**config.mk**
```make
export PLATFORM = sky130hd
export DESIGN_NAME = shift_seq_ctrl
export DESIGN_NICKNAME = d
export VERILOG_FILES = /design/src/rtl/shift_ctrl_pkg.sv /design/src/rtl/shift_reg_core.sv /design/src/rtl/shift_seq_ctrl.sv
export SDC_FILE = /design/constraint.sdc
export NUM_CORES = 1
export LEC_CHECK = 0
export ABC_AREA = 1
export BUFFER_PORTS_ARGS = -buffer_cell sky130_fd_sc_hd__clkbuf_2
export CAP_MARGIN = 10
export CORE_MARGIN = 4
export CORE_UTILIZATION = 51
export CTS_BUF_LIST = sky130_fd_sc_hd__clkbuf_16
export DETAILED_ROUTE_END_ITERATION = 10
export PLACE_DENSITY = 0.77
export SLEW_MARGIN = 25
export SYNTH_ARGS = -nofsm -noshare
export SYNTH_HDL_FRONTEND = slang
export SYNTH_HIERARCHICAL = 1
export SYNTH_SLANG_ARGS = --single-unit
```
**constraint.sdc**
```tcl
create_clock -name clk -period 1.5 [get_ports clk]
set_input_delay 0.3 -clock clk [delete_from_list [all_inputs] [get_ports clk]]
set_output_delay 0.3 -clock clk [all_outputs]
set_load 0.01 [all_outputs]
```
**src/rtl/shift_ctrl_pkg.sv**
```systemverilog
// rtl/shift_ctrl_pkg.sv - shared state encoding and direction constants for the shift sequencer
package shift_ctrl_pkg;

  typedef enum logic [1:0] {
    ST_IDLE  = 2'd0,
    ST_LOAD  = 2'd1,
    ST_SHIFT = 2'd2,
    ST_DONE  = 2'd3
  } state_e;

  localparam logic DIR_LEFT  = 1'b1;
  localparam logic DIR_RIGHT = 1'b0;

endpackage

```
**src/rtl/shift_reg_core.sv**
```systemverilog
// rtl/shift_reg_core.sv - WIDTH-bit bidirectional shift register with parallel load
// Load has priority over shift; with neither asserted the register holds.
module shift_reg_core
  import shift_ctrl_pkg::*;
#(
  parameter int WIDTH = 4
) (
  input  logic             clk,
  input  logic             rst,
  input  logic             load_i,
  input  logic             en_i,
  input  logic             dir_i,
  input  logic             sin_i,
  input  logic [WIDTH-1:0] d_i,
  output logic [WIDTH-1:0] q_o
);

  logic [WIDTH-1:0] q_q;
  logic [WIDTH-1:0] q_d;

  always_comb begin
    q_d = q_q;
    if (load_i) begin
      q_d = d_i;
    end else if (en_i) begin
      q_d = (dir_i == DIR_LEFT) ? {q_q[WIDTH-2:0], sin_i} : {sin_i, q_q[WIDTH-1:1]};
    end
  end

  always_ff @(posedge clk or posedge rst) begin
    if (rst) begin
      q_q <= '0;
    end else begin
      q_q <= q_d;
    end
  end

  assign q_o = q_q;

endmodule

```
**src/rtl/shift_seq_ctrl.sv**
```systemverilog
// rtl/shift_seq_ctrl.sv - command sequencer: load word, then shift it count times
// Owns the FSM, remaining count and captured command; the register lives in shift_reg_core.
module shift_seq_ctrl
  import shift_ctrl_pkg::*;
#(
  parameter int WIDTH = 4,
  parameter int CNT_W = $clog2(WIDTH) + 1
) (
  input  logic             clk,
  input  logic             rst,
  input  logic             cmd_valid,
  output logic             cmd_ready,
  input  logic [WIDTH-1:0] cmd_data,
  input  logic             cmd_dir,
  input  logic [CNT_W-1:0] cmd_count,
  input  logic             abort,
  input  logic             sin,
  output logic             sout,
  output logic             sout_valid,
  output logic             busy,
  output logic             done,
  output logic [WIDTH-1:0] result
);

  state_e           state_q, state_d;
  logic [CNT_W-1:0] cnt_q, cnt_d;
  logic             dir_q, dir_d;
  logic [WIDTH-1:0] data_q, data_d;
  logic             load, shift_en;
  logic [WIDTH-1:0] q;

  always_comb begin
    state_d  = state_q;
    cnt_d    = cnt_q;
    dir_d    = dir_q;
    data_d   = data_q;
    load     = 1'b0;
    shift_en = 1'b0;
    unique case (state_q)
      ST_IDLE: begin
        if (cmd_valid) begin
          dir_d   = cmd_dir;
          data_d  = cmd_data;
          cnt_d   = (cmd_count > CNT_W'(WIDTH)) ? CNT_W'(WIDTH) : cmd_count;
          state_d = ST_LOAD;
        end
      end
      ST_LOAD: begin
        // An abort on this edge suppresses the load entirely.
        if (abort) begin
          state_d = ST_IDLE;
        end else begin
          load    = 1'b1;
          state_d = (cnt_q != '0) ? ST_SHIFT : ST_DONE;
        end
      end
      ST_SHIFT: begin
        if (abort) begin
          state_d = ST_IDLE;
        end else begin
          shift_en = 1'b1;
          cnt_d    = cnt_q - CNT_W'(1);
          if (cnt_q == CNT_W'(1)) state_d = ST_DONE;
        end
      end
      ST_DONE: state_d = ST_IDLE;
      default: state_d = ST_IDLE;
    endcase
  end

  always_ff @(posedge clk or posedge rst) begin
    if (rst) begin
      state_q <= ST_IDLE;
      cnt_q   <= '0;
      dir_q   <= DIR_RIGHT;
      data_q  <= '0;
    end else begin
      state_q <= state_d;
      cnt_q   <= cnt_d;
      dir_q   <= dir_d;
      data_q  <= data_d;
    end
  end

  shift_reg_core #(.WIDTH(WIDTH)) u_core (
    .clk    (clk),
    .rst    (rst),
    .load_i (load),
    .en_i   (shift_en),
    .dir_i  (dir_q),
    .sin_i  (sin),
    .d_i    (data_q),
    .q_o    (q)
  );

  assign cmd_ready  = (state_q == ST_IDLE);
  assign busy       = (state_q == ST_LOAD) || (state_q == ST_SHIFT);
  assign done       = (state_q == ST_DONE);
  assign sout_valid = (state_q == ST_SHIFT);
  assign sout       = sout_valid && ((dir_q == DIR_LEFT) ? q[WIDTH-1] : q[0]);
  assign result     = q;

endmodule

```
# ---- Word-level counts from Yosys, hierarchy flattened
# Cells that the tools add are included.
# W data, S select, Z words.
dict set report word_totals {
  wordCells 40
  input_bits 13
  regBits 14
}
dict set report op_classes {
  eq_ne 7
  muxes 17
  order_cmp 1
  add_sub_neg 1
  reduce_logical 9
}
# operator n
set ops {}
lappend ops {{$mux W4} 3}
lappend ops {{$mux W3} 3}
lappend ops {{$mux W2} 4}
lappend ops {{$pmux W2 S4} 1}
lappend ops {{$pmux W3 S2} 1}
lappend ops {{$mux W1} 5}
lappend ops {{$eq A2 B2 Y1 const B} 2}
lappend ops {{$ne A2 B2 Y1 const B} 2}
lappend ops {{$reduce_and A2 Y1} 2}
lappend ops {{$reduce_bool A2 Y1} 2}
lappend ops {{$eq A3 B1 Y1 const B} 1}
lappend ops {{$gt A3 B3 Y1 const B} 1}
lappend ops {{$ne A3 B2 Y1 const B} 1}
lappend ops {{$reduce_and A3 Y1} 1}
lappend ops {{$reduce_bool A3 Y1} 1}
lappend ops {{$sub A3 B1 Y3 const B} 1}
lappend ops {{$eq A2 B1 Y1 const B} 1}
lappend ops {{$logic_not A2 Y1} 1}
lappend ops {{$logic_and A1 B1 Y1} 1}
lappend ops {{$logic_or A1 B1 Y1} 1}

# ---- Depth between registers and ports, before layout
dict set report depth {
  word_depth 4
  depth_mapped 9
  mapped_depth_nobuf 9
}

# ---- Modules after synthesis
# The synthesis kept the hierarchy.
# mod instances area_per_inst_um2 seq_area_each_um2 cells_per_inst
set by_module_without_submodules {}
lappend by_module_without_submodules {shift_seq_ctrl 1 658.1 250.2 83}
lappend by_module_without_submodules {shift_reg_core 1 254.0 100.1 42}

# ---- Worst setup path before layout
# No wires, ideal clock.
dict set report synth_path {
  path_kind {register -> output}
  startpoint {register state_q[0]}
  endpoint {output port sout}
  n_path_buf 0
  required_ns 1.200
  stages_incl_launch_ff 5
  t_arrival_ns 1.129
  path_slack_ns 0.071
  cell_sequence {dfrtp_1 > inv_1 > ha_1 > o21ai_0 > a21oi_1}
}
dict set report synth_via {
  elab_chain_cells 2
}
# item line
set synth_lines {}
lappend synth_lines {{start: declaration} shift_seq_ctrl.sv:25} ;# state_e state_q, state_d;
lappend synth_lines {{start signal: assignment} shift_seq_ctrl.sv:78} ;# state_q <= state_d;
lappend synth_lines {{$eq A2 B2 Y1} shift_seq_ctrl.sv:99} ;# assign sout_valid = (state_q == ST_SHIFT);
lappend synth_lines {{named net sout_valid} shift_seq_ctrl.sv:19} ;# output logic sout_valid,
lappend synth_lines {{$logic_and A1 B1 Y1} shift_seq_ctrl.sv:100} ;# assign sout = sout_valid && ((dir_q == DIR_LEFT) ? q[WIDTH-1] : q[0]);
lappend synth_lines {{end: declaration} shift_seq_ctrl.sv:18} ;# output logic sout,
# The timed path passes the listed nets, and every way through them passes these cells.

# ---- Worst setup path in the final report
dict set report layout_path {
  startpoint {register state_q[1]}
  endpoint {output port sout_valid}
}
dict set report layout_via {
  elab_chain_cells 1
}
# item line
set layout_lines {}
lappend layout_lines {{$eq A2 B2 Y1} shift_seq_ctrl.sv:99}
lappend layout_lines {{end: declaration} shift_seq_ctrl.sv:19}
# No other way between the ends.

==> qor.txt <==
Ports -> 22
Setup violators final -> 1
Top FF cell, synth -> dfrtp_1
H-Tree Level Count -> 1
Die area -> 0.002529 mm²
Pre-CTS setup slack -> -0.01704 ns
CP peak stage delay -> 0.40 ns
Nature of the critical path startpoint -> flip-flop
Gr busiest metal -> met2
Synth Warn # -> 6
Final worst slack -> -0.01279 ns
Top cells by count, synth -> nand2_1, inv_1, dfrtp_1
Met2 usage -> 31.30%
Grt ovf -> 0
Post-layout power -> 2568 µW
Hold WS -> 0.2876 ns
Crit end category -> primary output
TritonCTS clock tree -> yes
Detailed Routing Iterations Pass 1 -> 4
Power per standard cell area -> 2123 mW/mm²
Post-synth net total -> 146
Initial Util -> 53.41%
Tmin final -> 1.513 ns
GP Congestion -> 0.8265
Die Y -> 50.29 µm
Total CTS buffers -> 3
Detail Placement HPWL -> 1496 µm
Antenna viol nets, final -> 0
Period utilisation layout -> 100.9%
Layout Nets -> 179
CP arrival -> 1.21 ns
Synth Instances -> 125
CP delay by family, top -> buffers and inverters
Clock tree buffer depth -> 2
Vias -> 857
ANT cells -> 0
Layout cells sized above 1 -> 31.21%
Drt wl/cell -> 11.21 µm
Top cell type's share of synthesized area -> 38.41%
Area leader, netlist -> dfrtp_1
Async S/R FF share, synth -> 100.0%
Required time worst endpoint -> 1.20 ns
Unrepaired setup endpoints after global routing -> true
Worst Hold Class -> primary input to flip-flop
First-pass GRT wire length -> 3594 µm
Clock Latency Late Sink -> 0.24 ns
Seq/Total Area, Yosys -> 38.41%
Vias in the first global route -> 781
DR iter-0 viols -> 25
Violated checks -> setup timing
Post-Syn Area -> 912.1 µm²
Row count -> 15
Met3 usage -> 5.638%
Vias per inst -> 4.709
Post-DP Area -> 0.001064 mm²
Placeable Area -> 0.001708 mm²
Slew @ Worst Pin -> 0.3864 ns
Status -> complete, but fails checks
Crit-path slowest cell -> dfrtp_1
Max rail drop VDD -> 1539 µV
PortBufs -> 21
Leak -> 0.0007102 µW
Post-Route Utilization -> 70.84%
Die Width -> 50.29 µm
Met1 Track Usage GR -> 23.73%
Layout fillers -> 137
Syn_area_per_cell -> 7.297 µm²
GRT Total Usage -> 19.08%
Area Overhead vs Synth -> 32.65%
DRC -> 0
Worst-path clk slew -> 0.05 ns
Bufs and invs on worst path -> 3
Max_slew headroom -> 74.21%
Crit Path Max Fanout -> 5
EDFF count, synth -> 0
Clock Skews -> 0.0007636 ns
Max cap viols -> 0
Final Cell Area -> 0.001210 mm²
Most frequent cell after synthesis -> nand2_1
Ranking of synthesized cells by area -> dfrtp_1, nand2_1, ha_1
Yosys reg bits -> 14
Max Clk Rate -> 661.0 MHz
Pins over their slew limit -> 0
Largest net degree at the start of global routing -> 11
Synth unique cells -> 13
CP Cell Sequence -> buf_6, ha_4, buf_4, clkbuf_2
Initial antenna violation count -> 0
Routed WL -> 2040 µm
CTS root buffer -> clkbuf_16
Clock tree sinks -> 14
WS Path Type -> flip-flop to primary output
Final Hold Vio Count -> 0
## worst paths after layout
kind	cells after the start	from	slack, ns	to
min	2	cmd_data[3]	0.29	data_q[3]$_DFFE_PP0P_
max	4	state_q[1]$_DFFE_PP0P_	-0.01	sout_valid
min reg2reg	2	cnt_q[1]$_DFFE_PP0P_	0.47	cnt_q[1]$_DFFE_PP0P_
max in group asynchronous	3	rst	0.65	dir_q$_DFFE_PP0P_
max reg2reg	9	state_q[1]$_DFFE_PP0P_	0.10	u_core/q_o[2]$_DFFE_PP0P_
min in group asynchronous	3	rst	0.49	u_core/q_o[1]$_DFFE_PP0P_
## report_power, final
group / internal (µW) / switching (µW) / total (µW) / leakage, µW
Combinational: 567 / 756 / 1320 / 0.000499
Sequential: 566 / 175 / 741 / 0.000172
Clock: 352 / 152 / 504 / 0.0000385
Total: 1490 / 1080 / 2570 / 0.000710
## kinds of logic (layout without fill, tap and decap cells)
family          after synthesis  after routing  synth area share, %
compound gates                9              9                4.938
fa+ha+maj                     8              8                10.97
buf+inv                      26             58                10.70
flops                        14             14                38.41
mux                           5              5                6.172
simple gates                 63             63                28.81
## area by class of cell
| cell class | count | area, µm² | area share (%) |
|---|---|---|---|
| tap | 25 | 31.28 | 2.585 |
| timing repair buffer | 28 | 163.9 | 13.55 |
| inverter | 26 | 97.59 | 8.066 |
| sequential | 14 | 350.3 | 28.96 |
| clock buffer | 3 | 75.07 | 6.205 |
| multi-input combinational | 85 | 488.0 | 40.33 |
| clock inverter | 1 | 3.754 | 0.3102 |
## placed cells by master (no fill, tap or decap), types with 2 or more instances in the layout
cell,n
o21ai_0,3
nor2_2,2
clkbuf_16,3
buf_4,5
nor2_1,4
dfrtp_1,14
ha_1,7
inv_2,4
nor2_4,2
inv_1,22
nand3_1,3
clkbuf_2,20
nand2_2,4
nand2_1,48
a21oi_1,5
mux2_2,5
## state kept, by name, indices dropped and copies added (netlist names)
register	flops
dir_q	1
data_q	4
state_q	2
cnt_q	3
u_core/q_o	4
## what timing repair did
item	CTS	global route
resized for setup	6	3
pin swaps	1	0
endpoints found under the setup margin	6	9
setup buffers	1	3
gates cloned	0	0
hold buffers	1	0
endpoints found under the hold margin	4	0
## routing by layer
metal,share of wire (%),wire (µm)
met3,6.1,124
met4,1.5,31
met1,40,807
met2,53,1077
met5,0,0
## per-stage QoR
step | cells | TNS, ns
after floorplan | 125 | 0
after global placement | 173 | 0
after detailed placement | 173 | -0.01704
after CTS | 179 | -0.02781
after global routing | 182 | -0.1484
final | 182 | -0.01279
Note: power is estimated with default switching activity, not from simulation.
